===== src/rtl/ldm_stm_seq.sv =====
// LDM/STM multi-register transfer sequencer: walks a 16-bit register list and moves one word per
// listed register between the register file and a ready-handshake data-memory port.
module ldm_stm_seq #(
    parameter int AW = 32,
    parameter int DW = 32
) (
    input  logic          clk,
    input  logic          rst_n,
    input  logic          start,
    input  logic          is_load,
    input  logic          up,
    input  logic          pre,
    input  logic          wback,
    input  logic [15:0]   reg_list,
    input  logic [3:0]    base_reg,
    input  logic [AW-1:0] base_addr,
    output logic [3:0]    rf_ra,
    input  logic [DW-1:0] rf_rd,
    output logic          rf_we,
    output logic [3:0]    rf_wa,
    output logic [DW-1:0] rf_wd,
    output logic          pc_we,
    output logic [DW-1:0] pc_wd,
    output logic          mem_req,
    output logic          mem_we,
    output logic [AW-1:0] mem_addr,
    output logic [DW-1:0] mem_wdata,
    input  logic          mem_ready,
    input  logic [DW-1:0] mem_rdata,
    output logic          busy,
    output logic          done
);

    typedef enum logic [2:0] {IDLE, SETUP, XFER, WB, DONE} state_t;

    state_t        state;
    logic          is_load_q, up_q, pre_q, wback_q;
    logic [15:0]   list_q;
    logic [15:0]   pend;
    logic [3:0]    base_reg_q;
    logic [AW-1:0] base_q, cur_addr, final_addr;

    logic [3:0]    cur;
    logic [15:0]   pend_next;
    logic [4:0]    cnt;
    logic [AW-1:0] span, start_addr, end_addr;
    logic          do_wb;

    function automatic logic [3:0] lowest_set(input logic [15:0] v);
        logic [3:0] idx;
        idx = 4'd0;
        for (int i = 15; i >= 0; i--)
            if (v[i]) idx = 4'(i);
        return idx;
    endfunction

    function automatic logic [4:0] popcount(input logic [15:0] v);
        logic [4:0] c;
        c = 5'd0;
        for (int i = 0; i < 16; i++)
            c = c + 5'(v[i]);
        return c;
    endfunction

    // pend holds the registers still to transfer; cur is always its lowest set bit.
    always_comb begin
        cur        = lowest_set(pend);
        pend_next  = pend & ~(16'd1 << cur);
        cnt        = popcount(list_q);
        span       = AW'(cnt) << 2;
        end_addr   = up_q ? base_q + span : base_q - span;
        case ({up_q, pre_q})
            2'b10:   start_addr = base_q;
            2'b11:   start_addr = base_q + AW'(4);
            2'b00:   start_addr = end_addr + AW'(4);
            default: start_addr = end_addr;
        endcase
        do_wb = wback_q && !(is_load_q && list_q[base_reg_q]);
    end

    // NOTE: all state uses non-blocking assignments so every register samples pre-edge values.
    always_ff @(posedge clk or negedge rst_n) begin
        if (!rst_n) begin
            state      <= IDLE;
            is_load_q  <= 1'b0;
            up_q       <= 1'b0;
            pre_q      <= 1'b0;
            wback_q    <= 1'b0;
            list_q     <= '0;
            pend       <= '0;
            base_reg_q <= '0;
            base_q     <= '0;
            cur_addr   <= '0;
            final_addr <= '0;
        end else begin
            case (state)
                IDLE: if (start) begin
                    is_load_q  <= is_load;
                    up_q       <= up;
                    pre_q      <= pre;
                    wback_q    <= wback;
                    list_q     <= reg_list;
                    base_reg_q <= base_reg;
                    base_q     <= base_addr & ~AW'(3);
                    state      <= SETUP;
                end
                SETUP: begin
                    pend       <= list_q;
                    cur_addr   <= start_addr;
                    final_addr <= end_addr;
                    state      <= (cnt == 5'd0) ? DONE : XFER;
                end
                XFER: if (mem_ready) begin
                    pend     <= pend_next;
                    cur_addr <= cur_addr + AW'(4);
                    if (pend_next == 16'd0)
                        state <= do_wb ? WB : DONE;
                end
                WB:      state <= DONE;
                DONE:    state <= IDLE;
                default: state <= IDLE;
            endcase
        end
    end

    // Write strobes follow the handshake in the same cycle, so they decode mem_ready directly.
    // NOTE: every output gets a default before the case so no latch is inferred.
    always_comb begin
        rf_ra     = '0;
        rf_we     = 1'b0;
        rf_wa     = '0;
        rf_wd     = '0;
        pc_we     = 1'b0;
        pc_wd     = '0;
        mem_req   = 1'b0;
        mem_we    = 1'b0;
        mem_addr  = '0;
        mem_wdata = '0;
        busy      = (state != IDLE);
        done      = (state == DONE);
        case (state)
            XFER: begin
                mem_req  = 1'b1;
                mem_we   = !is_load_q;
                mem_addr = cur_addr;
                rf_ra    = cur;
                if (!is_load_q)
                    mem_wdata = rf_rd;
                if (mem_ready && is_load_q) begin
                    if (cur == 4'd15) begin
                        pc_we = 1'b1;
                        pc_wd = mem_rdata & ~DW'(3);
                    end else begin
                        rf_we = 1'b1;
                        rf_wa = cur;
                        rf_wd = mem_rdata;
                    end
                end
            end
            WB: begin
                if (base_reg_q == 4'd15) begin
                    pc_we = 1'b1;
                    pc_wd = DW'(final_addr);
                end else begin
                    rf_we = 1'b1;
                    rf_wa = base_reg_q;
                    rf_wd = DW'(final_addr);
                end
            end
            default: ;
        endcase
    end

endmodule

===== config.mk =====
export PLATFORM = sky130hd
export DESIGN_NAME = ldm_stm_seq
export DESIGN_NICKNAME = d
export VERILOG_FILES = /design/src/rtl/ldm_stm_seq.sv
export SDC_FILE = /design/constraint.sdc
export NUM_CORES = 1
export LEC_CHECK = 0
export CORE_UTILIZATION = 56
export DETAILED_ROUTE_END_ITERATION = 6
export PLACE_DENSITY_LB_ADDON = 0.1
export SYNTH_ARGS = -nofsm -noshare
export SYNTH_HDL_FRONTEND = slang
export SYNTH_SLANG_ARGS = --single-unit

===== constraint.sdc =====
create_clock -name clk -period 18.25 [get_ports clk]
set_input_delay 5.475 -clock clk [delete_from_list [all_inputs] [get_ports clk]]
set_output_delay 5.475 -clock clk [all_outputs]
set_load 0.005 [all_outputs]

==> results.json <==
{
  "antenna_found_initial": 1,
  "cts_buffers": 17,
  "synth_compound_area_frac": 0.278,
  "io_pins": 266,
  "hold_buffers": 0,
  "synth_edf_count": 0,
  "synth_flop_cell": "dfrtp_1",
  "status": "complete, no violations",
  "htree_levels": 4,
  "fin_crit_ns": 13.81,
  "wirelength_um": 42100,
  "drc": 0,
  "hp-class": "flop to flop",
  "syn_inst": 1477,
  "cp_common_cell": "clkdlybuf4s50_1",
  "die_h_um": 147,
  "skew_ns": 0.0153,
  "dp.final_hpwl_um": 31600,
  "dieArea_mm2": 0.0216,
  "dpl.cell_count": 1921,
  "grt_pass1_vias": 11500,
  "relSlewSlack": 0.0973,
  "setup_viol": 0,
  "io_buffers": 259,
  "coreArea_mm2": 0.0204,
  "globalRouteOverflowTotal": 0,
  "multi_input_area_mm2": 0.00779,
  "drive_above_1_share": 0.0755,
  "cts-resized-gates": 0,
  "setup_slack_ns": 4.44,
  "cp.arrival_ns": 8.34,
  "synth_top_area_frac": 0.283,
  "pre_cts_slack_ns": 4.46,
  "async_flop_share": 1.00,
  "layoutNonFillerInstCount": 1954,
  "critPathBufInv": 2,
  "drv_slew": 0,
  "yosys.area.top_type": "dfrtp_1",
  "synth_top_family_by_area": "compound AO/OA/AOI/OAI gates",
  "synth_fa_ha_area_frac": 0.0602,
  "synth.distinct_cells": 96,
  "ys_top_cells_by_area": "dfrtp_1 (28%), nand2_1 (5.8%), o21ai_0 (5.7%)",
  "netlist_area_mm2": 0.0118,
  "worst_setup_path_start_kind": "primary input",
  "critPathTopFamily": "simple AND/OR/NAND/NOR gates",
  "synth.area.mux_share": 0.0499,
  "die_width_um": 147,
  "nets": 1840,
  "yosys_register_bits": 133,
  "critPathSlowestCell": "and3_1",
  "postCtsSetupRepairBufs": 0,
  "cp-end-kind": "output pin",
  "hold_violations": 0,
  "syn_avg_cell_area_um2": 7.96,
  "synth_xor_area_frac": 0.0467,
  "rsz0062_at_grt": "false",
  "clk_latency_ns": 0.44,
  "yosys.area_share.simple": 0.224,
  "cts_tree": "done",
  "worst_pin_slew_ns": 1.35,
  "ant_nets": 0,
  "fin_crit_sh": 0.757,
  "grt_use_total": 0.391,
  "cp.required_ns": 12.77,
  "finalSetupTns_ns": 0,
  "grt_max_degree": 80,
  "syn2layout_area_growth_pct": 27.5,
  "grt_pass1_wl_um": 65600,
  "fill_cells": 1625,
  "drtIter0Drc": 1512,
  "fmax_mhz": 72.4,
  "start_util": 0.576,
  "drv_cap": 0,
  "seq_area_mm2": 0.00333,
  "cts.sinks": 133,
  "clkTransAtPathRegs_ns": 0.06,
  "r2r_setup_slack_ns": 9.88,
  "critical_path.max_stage_delay_ns": 0.97,
  "root_buffer": "clkbuf_16",
  "dr.pass1.iters": 6,
  "cts_buffer_depth": 2,
  "viasPerCell": 6.42,
  "critPathMaxFanout": 31,
  "wire_per_inst_um": 21.6,
  "fp-row-count": 52,
  "crit_chain": "clkdlybuf4s50_1 -> and2_0 -> and3_1 -> a22o_1 -> clkdlybuf4s50_1",
  "synth_seq_area_share": 0.283,
  "place.gp.congestion": 0.993,
  "via_count": 12500,
  "worstSetupPathType": "primary input to output pin",
  "synth_warnings": 0
}
==> worst register-to-register path: stages, from the launching register on <==
cell	delay, ns
dfrtp_1	0.38
inv_1	0.18
fa_1	0.51
fa_1	0.50
fa_1	0.43
fa_1	0.57
inv_1	0.07
ha_1	0.29
a21o_1	0.19
a21oi_1	0.17
xnor2_1	0.18
inv_1	0.11
and3_1	0.20
a21oi_1	0.72
ha_1	0.50
nand2_1	0.16
o22a_1	0.21
a21boi_1	0.10
nor4_1	0.57
xor2_1	0.27
or3_1	0.36
mux2_4	0.30
a211oi_4	0.33
nand3_4	0.16
nor3b_1	0.30
xor2_1	0.14
a311o_1	0.36
==> registers in the layout, summed over array words and instances, names as in the netlist <==
register,count
base_q,30
cur_addr,30
final_addr,30
list_q,16
pend,16
base_reg_q,4
state,3
is_load_q,1
pre_q,1
up_q,1
wback_q,1
==> cells by family (layout without fill, tap and decap cells) <==
group,Yosys count,after routing
xor+xnor,61,61
simple gates,524,524
buf+inv,170,373
fa+ha+maj,51,51
mux,48,48
compound gates,489,489
other cells,1,5
flops,133,133
==> path summary, 6_finish.rpt <==
kind                           startpoint             end  depth (start not counted)
max                             mem_ready       pc_wd[19]                          5
max in group asynchronous           rst_n    cur_addr[17]                          2
max reg2reg                     list_q[1]    cur_addr[27]                         26
min                        final_addr[29]  final_addr[29]                          2
min reg2reg                final_addr[29]  final_addr[29]                          2
min in group asynchronous           rst_n       list_q[2]                          1
==> layout by cell type (no fill, tap or decap), types with 39 or more instances in the layout <==
master / synthesis / layout
nor2_1: 87 / 84
inv_1: 65 / 65
clkdlybuf4s50_1: 0 / 258
a22o_1: 67 / 67
and2_1: 66 / 66
o21ai_0: 134 / 134
a21oi_1: 105 / 105
nand3_1: 41 / 41
dfrtp_1: 133 / 133
nand2_1: 182 / 182
xnor2_1: 39 / 39
==> stage by stage <==
stage	hold slack [ns]	cell area, µm²	util
after floorplan	0.466	11800	-
after global placement	0.490	14400	0.706
after detailed placement	0.498	14400	0.706
after CTS	0.515	15000	0.734
after global routing	0.539	15000	0.734
final	0.515	15000	0.734
==> synth_stat cells, types with 11 or more instances <==
cell type / n
nor2b_1: 13
xnor2_1: 39
ha_1: 35
clkbuf_1: 83
dfrtp_1: 133
nand4_1: 14
a21o_1: 19
o31ai_1: 11
nand2_1: 182
a31oi_1: 22
mux2_2: 31
a22o_1: 67
or3_1: 16
xor2_1: 20
a21oi_1: 105
o21ai_0: 134
nand3_1: 41
nor3_1: 27
o211ai_1: 14
a211oi_1: 11
fa_1: 11
nor2_1: 87
and2_1: 66
nor3b_1: 12
inv_1: 65
and3_1: 20
mux2i_1: 11
==> cell type report <==
class                           instances  area share
Clock buffer                           18      0.0286
Clock inverter                         14     0.00943
Timing Repair Buffer                  275       0.181
Sequential cell                       133       0.222
Tap cell                              270      0.0225
Inverter                               66      0.0165
Antenna cell                            1    0.000167
Multi-Input combinational cell       1177       0.520
==> layer usage <==
layer | up-vias | global-route usage | share of wire
li1 | 5738 | - | -
met3 | 92 | 0.0963 | 0.10
met5 | - | 0 | 0
met4 | 0 | 0.118 | 0.026
met2 | 740 | 0.599 | 0.45
met1 | 5973 | 0.548 | 0.42
Power is not shown: default switching activity piles up to over one toggle a cycle in this logic, so the estimate is an artifact.
